[config.mk]
export PLATFORM = sky130hd
export DESIGN_NAME = branch_resolution_unit
export DESIGN_NICKNAME = d
export VERILOG_FILES = /design/src/rtl/branch_resolution_unit_pkg.sv /design/src/rtl/condition_checker.sv /design/src/rtl/branch_resolution_unit.sv
export SDC_FILE = /design/constraint.sdc
export NUM_CORES = 1
export LEC_CHECK = 0
export ABC_AREA = 1
export ABC_CLOCK_PERIOD_IN_PS = 4400
export BUFFER_PORTS_ARGS = -buffer_cell sky130_fd_sc_hd__buf_2
export CORE_ASPECT_RATIO = 0.5
export CORE_MARGIN = 2
export CORE_UTILIZATION = 40
export CTS_BUF_LIST = sky130_fd_sc_hd__clkbuf_4
export DETAILED_ROUTE_END_ITERATION = 12
export GPL_TIMING_DRIVEN = 0
export PLACE_DENSITY = 0.65
export RECOVER_POWER = 100
export SETUP_SLACK_MARGIN = 0.5
export SLEW_MARGIN = 10
export SYNTH_ARGS = -nofsm -noshare
export SYNTH_HDL_FRONTEND = slang
export SYNTH_SLANG_ARGS = --single-unit
[constraint.sdc]
create_clock -name clk -period 4.4 [get_ports clk]
set_clock_uncertainty 0.15 [all_clocks]
set_input_delay 0.22 -clock clk [delete_from_list [all_inputs] [get_ports clk]]
set_output_delay 0.22 -clock clk [all_outputs]
set_load 0.05 [all_outputs]
[src/rtl/branch_resolution_unit_pkg.sv]
// Shared types and constants for the branch resolution unit: FSM states,
// branch opcodes and flag bit positions within the {N,Z,C,V} flag nibble.
package branch_resolution_unit_pkg;

  typedef enum logic [1:0] {
    StIdle,
    StWaitFlags,
    StResolve,
    StFlush
  } bru_state_e;

  localparam logic [2:0] OP_B_EQ = 3'b111;
  localparam logic [2:0] OP_NE   = 3'b100;
  localparam logic [2:0] OP_GT   = 3'b101;
  localparam logic [2:0] OP_LT   = 3'b110;

  localparam int unsigned FLAG_N = 3;
  localparam int unsigned FLAG_Z = 2;
  localparam int unsigned FLAG_C = 1;
  localparam int unsigned FLAG_V = 0;

endpackage

[src/rtl/condition_checker.sv]
// Purely combinational branch condition evaluation on a {N,Z,C,V} flag set.
// With v_i=1 only OP_B_EQ is taken (unconditional branch form).
module condition_checker
  import branch_resolution_unit_pkg::*;
(
  input  logic [2:0] opcode_i,
  input  logic       v_i,
  input  logic [3:0] flags_i,
  output logic       taken_o
);

  logic flag_n, flag_z, flag_v;
  logic unused_flag_c;

  assign flag_n        = flags_i[FLAG_N];
  assign flag_z        = flags_i[FLAG_Z];
  assign flag_v        = flags_i[FLAG_V];
  assign unused_flag_c = flags_i[FLAG_C];

  always_comb begin
    taken_o = 1'b0;
    if (v_i) begin
      taken_o = (opcode_i == OP_B_EQ);
    end else begin
      unique case (opcode_i)
        OP_B_EQ: taken_o = flag_z;
        OP_NE:   taken_o = ~flag_z;
        OP_GT:   taken_o = ~flag_z & ~(flag_n ^ flag_v);
        OP_LT:   taken_o = flag_n ^ flag_v;
        default: taken_o = 1'b0;
      endcase
    end
  end

endmodule

[src/rtl/branch_resolution_unit.sv]
// Branch resolution: waits for flags if needed, resolves the branch, issues a
// one-cycle redirect and a fixed-length front-end flush on taken branches.
module branch_resolution_unit
  import branch_resolution_unit_pkg::*;
#(
  parameter int unsigned PC_WIDTH     = 32,
  parameter int unsigned FLUSH_CYCLES = 2
) (
  input  logic                clk,
  input  logic                rst_n,
  input  logic                br_valid,
  output logic                br_ready,
  input  logic [2:0]          br_opcode,
  input  logic                br_v,
  input  logic [PC_WIDTH-1:0] br_target,
  input  logic                flags_valid,
  input  logic [3:0]          flags_in,
  input  logic                flags_pending,
  output logic                stall,
  output logic                redirect_valid,
  output logic [PC_WIDTH-1:0] redirect_pc,
  output logic                flush,
  output logic [15:0]         taken_cnt,
  output logic [15:0]         not_taken_cnt
);

  localparam logic [3:0] FlushLoad = 4'(FLUSH_CYCLES - 1);

  bru_state_e          state_q, state_d;
  logic [3:0]          flags_q, flags_d;
  logic [3:0]          lflags_q, lflags_d;
  logic [2:0]          op_q, op_d;
  logic                v_q, v_d;
  logic [PC_WIDTH-1:0] target_q, target_d;
  logic [15:0]         taken_cnt_q, taken_cnt_d;
  logic [15:0]         not_taken_cnt_q, not_taken_cnt_d;
  logic [3:0]          flush_cnt_q, flush_cnt_d;

  logic [3:0] eff_flags;
  logic       cond_taken;

  // Same-cycle bypass: flags written this cycle are already visible.
  assign eff_flags = flags_valid ? flags_in : flags_q;
  assign flags_d   = eff_flags;

  condition_checker u_condition_checker (
    .opcode_i (op_q),
    .v_i      (v_q),
    .flags_i  (lflags_q),
    .taken_o  (cond_taken)
  );

  always_comb begin
    state_d         = state_q;
    lflags_d        = lflags_q;
    op_d            = op_q;
    v_d             = v_q;
    target_d        = target_q;
    taken_cnt_d     = taken_cnt_q;
    not_taken_cnt_d = not_taken_cnt_q;
    flush_cnt_d     = flush_cnt_q;
    br_ready        = 1'b0;
    stall           = 1'b1;
    redirect_valid  = 1'b0;
    redirect_pc     = '0;
    flush           = 1'b0;

    unique case (state_q)
      StIdle: begin
        br_ready = 1'b1;
        stall    = 1'b0;
        if (br_valid) begin
          op_d     = br_opcode;
          v_d      = br_v;
          target_d = br_target;
          if (br_v || !flags_pending) begin
            lflags_d = eff_flags;
            state_d  = StResolve;
          end else begin
            state_d = StWaitFlags;
          end
        end
      end
      StWaitFlags: begin
        if (!flags_pending) begin
          lflags_d = eff_flags;
          state_d  = StResolve;
        end
      end
      StResolve: begin
        if (cond_taken) begin
          redirect_valid = 1'b1;
          redirect_pc    = target_q;
          taken_cnt_d    = taken_cnt_q + 16'd1;
          flush_cnt_d    = FlushLoad;
          state_d        = StFlush;
        end else begin
          not_taken_cnt_d = not_taken_cnt_q + 16'd1;
          state_d         = StIdle;
        end
      end
      StFlush: begin
        flush = 1'b1;
        if (flush_cnt_q == 4'd0) begin
          state_d = StIdle;
        end else begin
          flush_cnt_d = flush_cnt_q - 4'd1;
        end
      end
      default: state_d = StIdle;
    endcase
  end

  always_ff @(posedge clk or negedge rst_n) begin
    if (!rst_n) begin
      state_q         <= StIdle;
      flags_q         <= '0;
      lflags_q        <= '0;
      op_q            <= '0;
      v_q             <= 1'b0;
      target_q        <= '0;
      taken_cnt_q     <= '0;
      not_taken_cnt_q <= '0;
      flush_cnt_q     <= '0;
    end else begin
      state_q         <= state_d;
      flags_q         <= flags_d;
      lflags_q        <= lflags_d;
      op_q            <= op_d;
      v_q             <= v_d;
      target_q        <= target_d;
      taken_cnt_q     <= taken_cnt_d;
      not_taken_cnt_q <= not_taken_cnt_d;
      flush_cnt_q     <= flush_cnt_d;
    end
  end

  assign taken_cnt     = taken_cnt_q;
  assign not_taken_cnt = not_taken_cnt_q;

endmodule

# Word level (Yosys, flattened, before mapping)
# Cells that the tools add are included.
[word_totals]
regBits = 82
in_bits = 45
word_cells = 65
[classes]
add_sub_neg = 3
eq_ne = 13
mux = 23
n_bitwise = 5
n_reduce_logical = 12
[op_table]
columns = ["op", "n"]
rows = [
  ["$mux 32", 2],
  ["$add 16x1->16 const B", 2],
  ["$mux 4", 6],
  ["$pmux 4 s2", 2],
  ["$eq 3x3->1 const B", 4],
  ["$ne 2x2->1 const B", 6],
  ["$mux 2", 5],
  ["$pmux 2 s4", 1],
  ["$mux 1", 6],
  ["$reduce_and 2->1", 3],
  ["$reduce_and 3->1", 2],
  ["$eq 2x2->1 const B", 2],
  ["$logic_not 4->1", 1],
  ["$pmux 1 s4", 1],
  ["$reduce_and 4->1", 1],
  ["$reduce_bool 2->1", 2],
  ["$sub 4x1->4 const B", 1],
  ["$not 1->1", 3],
  ["$eq 2x1->1 const B", 1],
  ["$logic_not 2->1", 1],
  ["$and 1x1->1", 1],
  ["$logic_not 1->1", 1],
  ["$logic_or 1x1->1", 1],
  ["$xor 1x1->1", 1],
]

# Logic depth before layout (Yosys ltp)
[logic_depth]
word_depth = 7
mapped_depth = 10

# Hierarchy
# From an unflattened synthesis, not the netlist that was laid out.
[hier_totals]
hier_cells = 425
hier_area_um2 = 4000.1
[by_module_without_submodules]
columns = ["module", "n_inst", "cells_per_inst", "area_each_um2", "seq_area_each_um2"]
rows = [
  ["branch_resolution_unit", 1, 409, 3936.3, 2052.0],
  ["condition_checker", 1, 16, 63.8, 0.0],
]

# Worst setup path after synthesis
# Ideal clock, no wire load.
[synth_path]
kind = "reg2reg"
startpoint = "register state_q[0]"
endpoint = "register state_q[0]"
setup_ns = 0.124
t_arrival_ns = 1.876
required_ns = 4.126
path_slack_ns = 2.250
path_stages_with_launch = 5
path_cell_list = "dfrtp_1 -> nor2_1 -> inv_1 -> nor2_1 -> a21oi_1"
[synth_between]
elab_chain_cells = 3
elab_cells_between_ends = 9
[synth_lines]
columns = ["element", "line", "source"]
rows = [
  ["from (decl)", "branch_resolution_unit.sv:29", "bru_state_e state_q, state_d;"],
  ["from (signal assigned)", "branch_resolution_unit.sv:116", "state_q <= StIdle;"],
  ["from (signal assigned)", "branch_resolution_unit.sv:126", "state_q <= state_d;"],
  ["$eq 2x2->1 (tied with other cells)", "branch_resolution_unit.sv:68", "unique case (state_q)"],
  ["$ne 2x2->1 (no line)", "--", ""],
  ["$reduce_and 3->1 (no line)", "--", ""],
]
# Parallel ways exist; a longest one is shown, timed or not.
# A chain may end at the register's enable or synchronous reset.

# Final worst setup path
[layout_path]
startpoint = "register lflags_q[2]"
endpoint = "output redirect_pc[29]"
[layout_between]
elab_chain_cells = 6
[layout_lines]
columns = ["element", "line", "source"]
rows = [
  ["from (decl)", "branch_resolution_unit.sv:31", "logic [3:0] lflags_q, lflags_d;"],
  ["from (signal assigned)", "branch_resolution_unit.sv:128", "lflags_q <= lflags_d;"],
  ["$not 1->1", "condition_checker.sv:27, condition_checker.sv:28", ""],
  ["$and 1x1->1", "condition_checker.sv:28", "OP_GT: taken_o = ~flag_z & ~(flag_n ^ flag_v);"],
  ["$pmux 1 s4 (*)", "condition_checker.sv:25", "unique case (opcode_i)"],
  ["$mux 1 (*)", "condition_checker.sv:22", "if (v_i) begin"],
  ["$mux 32 (*)", "branch_resolution_unit.sv:91", "if (cond_taken) begin"],
  ["$mux 32 (*)", "branch_resolution_unit.sv:68", ""],
  ["to (decl)", "branch_resolution_unit.sv:21", "output logic [PC_WIDTH-1:0] redirect_pc,"],
]
# Mark *: on every way between the ends. The rest lies on a longest branch, timed or not.

==> results.toml <==
[detailed_routing]
avgViaCountPerCell = 4.49
first_pass_iters = 4
post-route-drc-count = 0
drt_iter0_markers = 143
vias = 3712
ant_nets = 0
wl_per_cell_um = 11.9
wirelength_mm = 9.82

[timing]
timing.slew.headroom = -0.0457
tns_ns = 0
rsz0062_at_grt = "no"
finalSetupViolCount = 0
period_minus_slack_ns = 3.04
worst_slack_ns = 1.36
drv_slew = 31
report.final.hold_viol_count = 0
fin_crit_sh = 0.690
tightest_slew_ns = 1.57
fmax_ghz = 0.329

[floorplan]
die_x_um = 146
io_pins = 113
die_y_um = 75.0
coreArea_um2 = 9600
rows = 25
initial_core_util = 0.419
die_area_um2 = 10900

[power_and_ir_drop]
p_seq_frac = 0.365
p_int_mw = 1.51
p_comb_frac = 0.490
ir_worst_vdd_uv = 307
p_total_mw = 2.97
p_sw_frac = 0.490
pwr-share-clk = 0.146
p_leak_nw = 2.66
p_switching_mw = 1.46
power_density_nw_per_um2 = 572

[finish]
seqCellArea_um2 = 2000
syn2layout_area_growth_pct = 28.9
utilization = 0.541
n_antenna_cell = 0
multi_input_area_um2 = 1670
fill_cells = 1003
layout_common_cells = "nand2_1 (147), nor2_1 (106), dfrtp_1 (80), clkbuf_1 (78), inv_1 (54)"
drive_gt1_frac = 0.110
instances_no_fill = 827
num-nets-final = 735
final_common_cell = "nand2_1"

[synth]
yosysUniqueCellTypes = 22
seq_area_frac_synth = 0.497
ys_ff_latch = 80
ys.warnings.count = 0
synth_fp_nets = 567
syn_avg_cell_area_um2 = 7.76
syn-cell-area_um2 = 4030
syn_inst = 519

[global_route]
grt_pass1_vias = 3546
grtUsageTotal = 0.187
antenna_found_initial = 0
grt_pass1_wl_mm = 16.2
grt_overflow = 0
grt_max_degree = 52

[worst_hold_path]
min_path_cells = 4
min_to = "lflags_q[2]"
min_from = "flags_valid"
hold_class = "primary input to register"

[setup_path]
crit_arrival_ns = 2.67
path_class = "register to primary output"
cp-start-kind = "register"
critical_path_required_ns = 4.03
r2r-end = "state_q[0]"
r2r_start = "lflags_q[2]"
r2r_slack_ns = 1.65
cp_max_fo = 10
end_kind = "primary output"
reg2regPathDepth = 9

[flow_run]
cap_violations = 1

[placement]
port_buffers = 111
gp_congestion = 0.817
dp.cells = 766
dpl.hpwl_mm = 6.76
pre_cts_ws_ns = 2.39

[cts]
cts_root_buf = "clkbuf_4"
cts_tree = "done"
cts_buffers = 9
cts_buffer_depth = 2
cts.clk_slew.worst_paths_ns = 0.11
cts_sinks = 80
worstSkewPairLatency_ns = 0.42
htree_levels = 3
post-cts-setup-buffer-count = 0

[run_status]
status = "complete, but fails checks"
violations = "max-capacitance violations, max-slew violations"
==> metrics by stage <==
| step | hold WS, ns | area, um2 |
|---|---|---|
| 2_1_floorplan | -0.226 | 4030 |
| 3_3_place_gp | 0.304 | 4750 |
| 3_5_place_dp | 0.0321 | 4780 |
| 4_1_cts | 0.00767 | 5370 |
| 5_1_grt | 0.0401 | 5190 |
| 6_report | 0.0434 | 5190 |
==> what timing repair did <==
| item | CTS | global route |
|---|---|---|
| gates resized for setup | 0 | 0 |
| hold buffers | 45 | 0 |
| endpoints found under the hold margin | 123 | 0 |
==> cell usage after synthesis <==
master / number / area share
a21boi_0: 1 / 0.0019
a21oi_1: 36 / 0.045
a31oi_1: 1 / 0.0016
buf_2: 8 / 0.0099
buf_4: 4 / 0.0075
buf_6: 4 / 0.011
dfrtp_1: 80 / 0.50
ha_1: 3 / 0.0093
inv_1: 54 / 0.050
inv_2: 4 / 0.0037
mux2_2: 4 / 0.011
nand2_1: 146 / 0.14
nand2_2: 2 / 0.0031
nand3_1: 22 / 0.027
nand4_1: 1 / 0.0016
nand4_2: 1 / 0.0031
nor2_1: 104 / 0.097
nor2_2: 4 / 0.0062
nor2_4: 1 / 0.0028
o21ai_0: 11 / 0.014
xnor2_1: 15 / 0.033
xor2_1: 13 / 0.028
==> final cells by class <==
class,count,area share
sequential,80,0.386
multi-input combinational,365,0.322
timing repair buffer,157,0.179
inverter,58,0.0419
tap,135,0.0325
clock buffer,12,0.0174
buffer,16,0.0125
clock inverter,4,0.00868
==> logic make-up (layout without fill, tap and decap cells) <==
family,count (synthesis),after routing,share of synthesized area
flip-flops,80,80,0.497
buffers and inverters,74,247,0.0826
AND/OR/NAND/NOR,281,281,0.277
adder cells (fa/ha/maj),3,3,0.00932
XOR/XNOR,28,28,0.0609
AO/OA/AOI/OAI,49,49,0.0618
multiplexers,4,4,0.0112
==> how the worst max path moves through the flow <==
stage,startpoint,to,slack (ns),depth (start not counted)
after global routing,rst_n,flags_q[3],0.97,3
after floorplan,state_q[0],state_q[0],2.25,4
after CTS,op_q[0],redirect_pc[29],1.88,8
final,lflags_q[2],redirect_pc[29],1.36,9
after detailed placement,op_q[0],redirect_pc[29],2.39,8
after global placement,rst_n,not_taken_cnt[15],2.28,1
==> per-layer routing <==
metal	up-vias	track usage	wire length, um
met1	1710	0.226	4650
met5	-	0	0
li1	1929	-	-
met3	12	0.0545	346
met2	61	0.333	4710
met4	0	0.0577	112
==> power groups by stage <==
| stage | sequential, mW | clock [mW] | combinational (mW) |
|---|---|---|---|
| 3_5_place_dp | 1.10 | 0 | 1.52 |
| 5_1_grt | 1.11 | 0.484 | 1.62 |
| 3_3_place_gp | 1.10 | 0 | 1.50 |
| 2_1_floorplan | 1.19 | 0 | 1.06 |
| 4_1_cts | 1.08 | 0.456 | 1.57 |
| 6_report | 1.08 | 0.432 | 1.45 |
==> flip-flops by register name, summed over array words and instances, names as in the netlist <==
name and flops:
flags_q 3, flush_cnt_q 4, lflags_q 3, not_taken_cnt 16
op_q 3, state_q 2, taken_cnt 16, target_q 32
v_q 1
==> critical path, cell delays in order (launching register included) <==
cell and delay, ns:
dfrtp_1 0.41, nor2_1 0.18, nor2_1 0.06, nor2_1 0.11
nand2_2 0.07, nand4_1 0.15, clkbuf_1 0.39, clkbuf_1 0.43
nor2_1 0.13, clkbuf_1 0.32
No activity file was read; power rests on OpenSTA's default activity.
